### config.mk
export PLATFORM = sky130hd
export DESIGN_NAME = wb_arbiter_flat
export DESIGN_NICKNAME = d
export VERILOG_FILES = /design/src/rtl/wb_arbiter_if.sv /design/src/rtl/wb_arbiter.sv /design/src/flat_wrapper.sv
export SDC_FILE = /design/constraint.sdc
export NUM_CORES = 1
export LEC_CHECK = 0
export CAP_MARGIN = 25
export CORE_MARGIN = 10
export CORE_UTILIZATION = 30
export CTS_BUF_LIST = sky130_fd_sc_hd__clkbuf_8
export CTS_CLUSTER_DIAMETER = 30
export CTS_CLUSTER_SIZE = 10
export DETAILED_ROUTE_END_ITERATION = 6
export PLACE_DENSITY = 0.56
export SLEW_MARGIN = 0
export SYNTH_ARGS = -nofsm -noshare
export SYNTH_HDL_FRONTEND = slang
export SYNTH_SLANG_ARGS = --single-unit
export TNS_END_PERCENT = 50
### constraint.sdc
create_clock -name clk -period 4.3 [get_ports clk]
set_clock_uncertainty 0.2 [all_clocks]
set_input_delay 0.645 -clock clk [delete_from_list [all_inputs] [get_ports clk]]
set_output_delay 0.645 -clock clk [all_outputs]
set_load 0.05 [all_outputs]
### src/rtl/wb_arbiter_if.sv
// Bundle of write-back arbiter signals: ALU and long-latency result inputs, register-file write port, hazard query.
// Handshake: a mem result transfers on a rising edge where mem_valid && mem_ready; an ALU result is taken on any edge where alu_valid && !alu_stall, otherwise upstream holds alu_* stable.
interface wb_arbiter_if #(
    parameter int DATA_WIDTH = 32,
    parameter int ADR_WIDTH  = 5,
    parameter int DEPTH      = 4
);
    logic                         alu_valid;
    logic [ADR_WIDTH-1:0]         alu_rd;
    logic [DATA_WIDTH-1:0]        alu_data;
    logic                         alu_stall;
    logic                         mem_valid;
    logic                         mem_ready;
    logic [ADR_WIDTH-1:0]         mem_rd;
    logic [DATA_WIDTH-1:0]        mem_data;
    logic                         we3;
    logic [ADR_WIDTH-1:0]         wa3;
    logic [DATA_WIDTH-1:0]        wd3;
    logic [ADR_WIDTH-1:0]         rs1;
    logic [ADR_WIDTH-1:0]         rs2;
    logic                         rs1_pending;
    logic                         rs2_pending;
    logic [$clog2(DEPTH):0]       count;

    modport slave (
        input  alu_valid, alu_rd, alu_data, mem_valid, mem_rd, mem_data, rs1, rs2,
        output alu_stall, mem_ready, we3, wa3, wd3, rs1_pending, rs2_pending, count
    );

    modport master (
        output alu_valid, alu_rd, alu_data, mem_valid, mem_rd, mem_data, rs1, rs2,
        input  alu_stall, mem_ready, we3, wa3, wd3, rs1_pending, rs2_pending, count
    );
endinterface

### src/rtl/wb_arbiter.sv
// Write-back arbiter: merges single-cycle ALU results with a FIFO of long-latency results
// into one registered register-file write port, and flags source registers with writes in flight.
module wb_arbiter #(
    parameter int DATA_WIDTH = 32,
    parameter int ADR_WIDTH  = 5,
    parameter int DEPTH      = 4
) (
    input  logic          clk,
    input  logic          rst_n,
    wb_arbiter_if.slave   bus
);
    localparam int PTR_W = $clog2(DEPTH);
    localparam int CNT_W = PTR_W + 1;
    localparam logic [CNT_W-1:0] FULL_CNT = CNT_W'(DEPTH);

    logic [ADR_WIDTH-1:0]  rd_q   [DEPTH];
    logic [DATA_WIDTH-1:0] data_q [DEPTH];
    logic [PTR_W-1:0]      wr_ptr, rd_ptr;
    logic [CNT_W-1:0]      count;

    logic                  full, empty, mem_fire, push, pop, sel_valid;
    logic [ADR_WIDTH-1:0]  sel_rd;
    logic [DATA_WIDTH-1:0] sel_data;

    logic                  we3_r;
    logic [ADR_WIDTH-1:0]  wa3_r;
    logic [DATA_WIDTH-1:0] wd3_r;

    logic [DEPTH-1:0]      occupied;
    logic [PTR_W-1:0]      offset;
    logic                  hit1, hit2;

    assign full     = (count == FULL_CNT);
    assign empty    = (count == '0);
    assign mem_fire = bus.mem_valid && !full;

    assign bus.mem_ready = !full;
    assign bus.alu_stall = bus.alu_valid && full;
    assign bus.count     = count;
    assign bus.we3       = we3_r;
    assign bus.wa3       = wa3_r;
    assign bus.wd3       = wd3_r;

    // A full queue outranks the ALU so the long-latency pipe can never deadlock.
    always_comb begin
        sel_valid = 1'b0;
        sel_rd    = '0;
        sel_data  = '0;
        pop       = 1'b0;
        push      = mem_fire;
        if (full) begin
            sel_valid = 1'b1;
            sel_rd    = rd_q[rd_ptr];
            sel_data  = data_q[rd_ptr];
            pop       = 1'b1;
        end else if (bus.alu_valid) begin
            sel_valid = 1'b1;
            sel_rd    = bus.alu_rd;
            sel_data  = bus.alu_data;
        end else if (!empty) begin
            sel_valid = 1'b1;
            sel_rd    = rd_q[rd_ptr];
            sel_data  = data_q[rd_ptr];
            pop       = 1'b1;
        end else if (mem_fire) begin
            sel_valid = 1'b1;
            sel_rd    = bus.mem_rd;
            sel_data  = bus.mem_data;
            push      = 1'b0;
        end
    end

    always_ff @(posedge clk) begin
        if (push) begin
            rd_q[wr_ptr]   <= bus.mem_rd;
            data_q[wr_ptr] <= bus.mem_data;
        end
    end

    always_ff @(posedge clk or negedge rst_n) begin
        if (!rst_n) begin
            wr_ptr <= '0;
            rd_ptr <= '0;
            count  <= '0;
        end else begin
            if (push) wr_ptr <= wr_ptr + 1'b1;
            if (pop)  rd_ptr <= rd_ptr + 1'b1;
            count <= count + CNT_W'(push) - CNT_W'(pop);
        end
    end

    // Register x0 is consumed like any other entry but never written.
    always_ff @(posedge clk or negedge rst_n) begin
        if (!rst_n) begin
            we3_r <= 1'b0;
            wa3_r <= '0;
            wd3_r <= '0;
        end else if (sel_valid) begin
            we3_r <= (sel_rd != '0);
            wa3_r <= sel_rd;
            wd3_r <= sel_data;
        end else begin
            we3_r <= 1'b0;
        end
    end

    always_comb begin
        occupied = '0;
        offset   = '0;
        hit1     = we3_r && (wa3_r == bus.rs1);
        hit2     = we3_r && (wa3_r == bus.rs2);
        for (int j = 0; j < DEPTH; j++) begin
            offset      = PTR_W'(j) - rd_ptr;
            occupied[j] = ({1'b0, offset} < count);
            if (occupied[j] && rd_q[j] == bus.rs1) hit1 = 1'b1;
            if (occupied[j] && rd_q[j] == bus.rs2) hit2 = 1'b1;
        end
    end

    assign bus.rs1_pending = (bus.rs1 != '0) && hit1;
    assign bus.rs2_pending = (bus.rs2 != '0) && hit2;
endmodule

### src/flat_wrapper.sv
// flat-port wrapper written by rule: the top's interface ports become plain ports
module wb_arbiter_flat 
#(
    parameter int DATA_WIDTH = 32,
    parameter int ADR_WIDTH  = 5,
    parameter int DEPTH      = 4
)
  (clk, rst_n, bus_alu_valid, bus_alu_rd, bus_alu_data, bus_mem_valid, bus_mem_rd, bus_mem_data, bus_rs1, bus_rs2, bus_alu_stall, bus_mem_ready, bus_we3, bus_wa3, bus_wd3, bus_rs1_pending, bus_rs2_pending, bus_count);
  wb_arbiter_if #(.DATA_WIDTH(DATA_WIDTH), .ADR_WIDTH(ADR_WIDTH), .DEPTH(DEPTH)) bus_i ();
  input  logic clk;
  input  logic rst_n;
  input wire logic [$bits(bus_i.alu_valid)-1:0] bus_alu_valid;
  input wire logic [$bits(bus_i.alu_rd)-1:0] bus_alu_rd;
  input wire logic [$bits(bus_i.alu_data)-1:0] bus_alu_data;
  input wire logic [$bits(bus_i.mem_valid)-1:0] bus_mem_valid;
  input wire logic [$bits(bus_i.mem_rd)-1:0] bus_mem_rd;
  input wire logic [$bits(bus_i.mem_data)-1:0] bus_mem_data;
  input wire logic [$bits(bus_i.rs1)-1:0] bus_rs1;
  input wire logic [$bits(bus_i.rs2)-1:0] bus_rs2;
  output wire logic [$bits(bus_i.alu_stall)-1:0] bus_alu_stall;
  output wire logic [$bits(bus_i.mem_ready)-1:0] bus_mem_ready;
  output wire logic [$bits(bus_i.we3)-1:0] bus_we3;
  output wire logic [$bits(bus_i.wa3)-1:0] bus_wa3;
  output wire logic [$bits(bus_i.wd3)-1:0] bus_wd3;
  output wire logic [$bits(bus_i.rs1_pending)-1:0] bus_rs1_pending;
  output wire logic [$bits(bus_i.rs2_pending)-1:0] bus_rs2_pending;
  output wire logic [$bits(bus_i.count)-1:0] bus_count;
  assign bus_i.alu_valid = bus_alu_valid;
  assign bus_i.alu_rd = bus_alu_rd;
  assign bus_i.alu_data = bus_alu_data;
  assign bus_i.mem_valid = bus_mem_valid;
  assign bus_i.mem_rd = bus_mem_rd;
  assign bus_i.mem_data = bus_mem_data;
  assign bus_i.rs1 = bus_rs1;
  assign bus_i.rs2 = bus_rs2;
  assign bus_alu_stall = bus_i.alu_stall;
  assign bus_mem_ready = bus_i.mem_ready;
  assign bus_we3 = bus_i.we3;
  assign bus_wa3 = bus_i.wa3;
  assign bus_wd3 = bus_i.wd3;
  assign bus_rs1_pending = bus_i.rs1_pending;
  assign bus_rs2_pending = bus_i.rs2_pending;
  assign bus_count = bus_i.count;
  wb_arbiter #(.DATA_WIDTH(DATA_WIDTH), .ADR_WIDTH(ADR_WIDTH), .DEPTH(DEPTH)) u_core (.clk(clk), .rst_n(rst_n), .bus(bus_i));
endmodule
==> impl_metrics.env <==
export IMPL_status="finished, violations left"
export IMPL_violations="DRC"
export IMPL_crit_family="buffers and inverters"
export IMPL_yosysTopAreaCellShare_pct=53.21
export IMPL_fin_crit_ps=4046
export IMPL_total_leakage_power_nw=3.605
export IMPL_crit_reg2reg_launch="u_core.rd_ptr[0]$_DFFE_PN0N_"
export IMPL_cts_sinks=193
export IMPL_crit_path_frequent_cell="nor4_1"
export IMPL_avgRoutedWirePerCell_um=21.93
export IMPL_tightest_slew_ps=809.5
export IMPL_die_area_um2=34910
export IMPL_crit_start="u_core.bus.count[1]$_DFF_PN0_"
export IMPL_timing_final_crit_share_pct=94.10
export IMPL_synth_edf_count=148
export IMPL_maxCapViolCount=0
export IMPL_critPathRequiredTime_ps=3450
export IMPL_cts_tree="done"
export IMPL_drive_gt1_share_pct=14.35
export IMPL_ys_seq_area_share_pct=66.70
export IMPL_vias=5175
export IMPL_grt_pass1_wl_mm=34.74
export IMPL_rows=61
export IMPL_drc=2
export IMPL_end_kind="output port"
export IMPL_reg2reg_depth=5
export IMPL_nets=748
export IMPL_cp_depth=8
export IMPL_post_cts_buffers=0
export IMPL_yosysWarnings=0
export IMPL_clockRootBuffer="clkbuf_8"
export IMPL_ys_flop_type="edfxtp_1"
export IMPL_drt_pass1_iterations=7
export IMPL_yosysMostFrequentCell="edfxtp_1"
export IMPL_slowest_delay_ps=830
export IMPL_fill_cells=2592
export IMPL_critPathSlowestCell="clkdlybuf4s50_1"
export IMPL_fmax_mhz=247.1
export IMPL_total_power_mw=7.166
export IMPL_cp_cell_sequence="inv_1, ha_1, a21boi_0, o21ba_2, nor4_1, nor4_1, a21oi_1, clkdlybuf4s50_1"
export IMPL_hold_violations=0
export IMPL_initial_core_util_pct=30.23
export IMPL_final_setup_tns_ps=0
export IMPL_antenna_found_initial=0
export IMPL_insertion_delay_ps=460
export IMPL_postCtsHoldBufs=0
export IMPL_route_antenna_remaining_nets=0
export IMPL_dieHeight_um=186.9
export IMPL_clockBufferDepth=2
export IMPL_rsz0062_at_grt="false"
export IMPL_wirelength_mm=22.81
export IMPL_synth_avg_cell_area_um2=15.97
export IMPL_hp_class="in2async"
export IMPL_hpwl_mm=15.53
export IMPL_die_w_um=186.9
export IMPL_netlist_instances=523
export IMPL_start_kind="flop"
export IMPL_setup_viol=0
export IMPL_cts_buffers=17
export IMPL_ys_async_sr_fraction_pct=23.32
export IMPL_cp_max_fo=8
export IMPL_placed_cells=1008
export IMPL_synth_fp_nets=622
export IMPL_portBuffers=132
export IMPL_peakVddDrop_v=0.0003208
export IMPL_synthTopCellsByCount="edfxtp_1, dfrtp_1, mux4_2"
export IMPL_coreArea_um2=27630
export IMPL_diodes=0
export IMPL_viasPerCell=4.976
export IMPL_power_density_nw_per_um2=682.6
export IMPL_whs_ps=25.85
export IMPL_synth_seq_cells=193
export IMPL_grt_max_degree=38
export IMPL_critPathKind="reg2out"
export IMPL_dr_first_iter_drc_count=453
export IMPL_area_growth_synth_to_final_pct=25.69
export IMPL_syn_area_um2=8352
export IMPL_crit_buf_inv=2
export IMPL_htreeDepth=4
export IMPL_yosysTopAreaCell="edfxtp_1"
export IMPL_gp_congestion=0.8797
export IMPL_grt_pass1_vias=5524
export IMPL_cts_resized=0
export IMPL_synthTopCellsByArea="edfxtp_1, dfrtp_1, mux4_2"
export IMPL_io_pins=133
export IMPL_slew_headroom_pct=45.90
export IMPL_crit_arrival_ps=3200
export IMPL_clk_pin_slew_ps=110
export IMPL_grt_overflow_total=0
export IMPL_layout_cells_non_filler=1040
export IMPL_drv_slew=0
export IMPL_track_usage_pct=12.99
export IMPL_yosysUniqueCellTypes=46
-- kinds of logic (layout without fill, tap and decap cells) --
kind of cell | Yosys count | after routing | synth area share [%]
AND/OR/NAND/NOR | 89 | 89 | 5.438
buffers and inverters | 50 | 189 | 2.891
multiplexers | 37 | 37 | 9.978
AO/OA/AOI/OAI | 87 | 87 | 7.386
adder cells (fa/ha/maj) | 11 | 11 | 1.738
XOR/XNOR | 56 | 56 | 5.873
flip-flops | 193 | 193 | 66.70
-- layout by cell type (no fill, tap or decap), types with 4 or more instances in the layout --
cell and count:
a21oi_1 18, clkinv_4 6, nor3_1 5, mux4_2 37, xnor2_1 28, xor2_1 28, nand2_1 10, nor2_1 32
edfxtp_1 148, dfrtp_1 43, a221o_1 4, o22ai_1 34, clkdlybuf4s50_1 130, and3_1 5, buf_12 4, inv_8 6
clkbuf_8 17, a222oi_1 15, nor4_1 7, or4_1 4, ha_1 10, a21o_1 4, and2_2 4, inv_1 11
buf_4 10, nand3_1 7
-- routing by layer --
metal	vias to the layer above	share of wire, %	GRT usage [%]	wire length (um)
met5	-	0	0	0
met4	0	1.3	3.474	293
met3	18	6.3	3.337	1438
met2	217	48	20.63	10910
met1	2647	45	17.28	10160
li1	2293	-	-	-
-- state kept, by name (all words and copies together) (netlist names) --
signal	count
u_core.wr_ptr	2
u_core.rd_q	20
u_core.bus.count	3
u_core.bus.wd3	32
u_core.bus.wa3	5
u_core.data_q	128
u_core.rd_ptr	2
u_core.bus.we3	1
-- stage by stage --
step / utilization, % / cell area (um2) / worst slack (ps)
final: 37.99 / 10500 / 253.5
after floorplan: - / 8352 / 685.4
after global placement: 36.56 / 10100 / 524.7
after detailed placement: 36.56 / 10100 / 482.9
after global routing: 37.99 / 10500 / 10.47
after CTS: 37.99 / 10500 / 210.2
-- report_power, final --
part / leakage, nW / internal (mW) / switching (mW)
Combinational: 1.53 / 1.25 / 1.91
Clock: 0.202 / 0.440 / 0.722
Sequential: 1.88 / 2.53 / 0.305
-- cell type report --
type	instances	area [um2]	area share [%]
clock buffer	17	234.0	2.229
timing repair buffer	145	1461	13.92
clock inverter	15	161.4	1.538
sequential	193	5575	53.11
inverter	12	45.04	0.4291
tap	378	473.0	4.505
multi-input combinational	280	2547	24.27
-- final timing paths --
kind	slack (ps)	endpoint
worst max register to register	1530	u_core.bus.we3$_DFF_PN0_
max in group asynchronous	3040	u_core.rd_ptr[0]$_DFFE_PN0N_
min in group clk	340	u_core.bus.wd3[16]$_DFFE_PN0P_
worst min-delay path	30	u_core.bus.wd3[28]$_DFFE_PN0P_
worst min register to register	340	u_core.bus.wd3[16]$_DFFE_PN0P_
worst max-delay path	250	bus_rs1_pending
No activity file was read; power rests on OpenSTA's default activity.
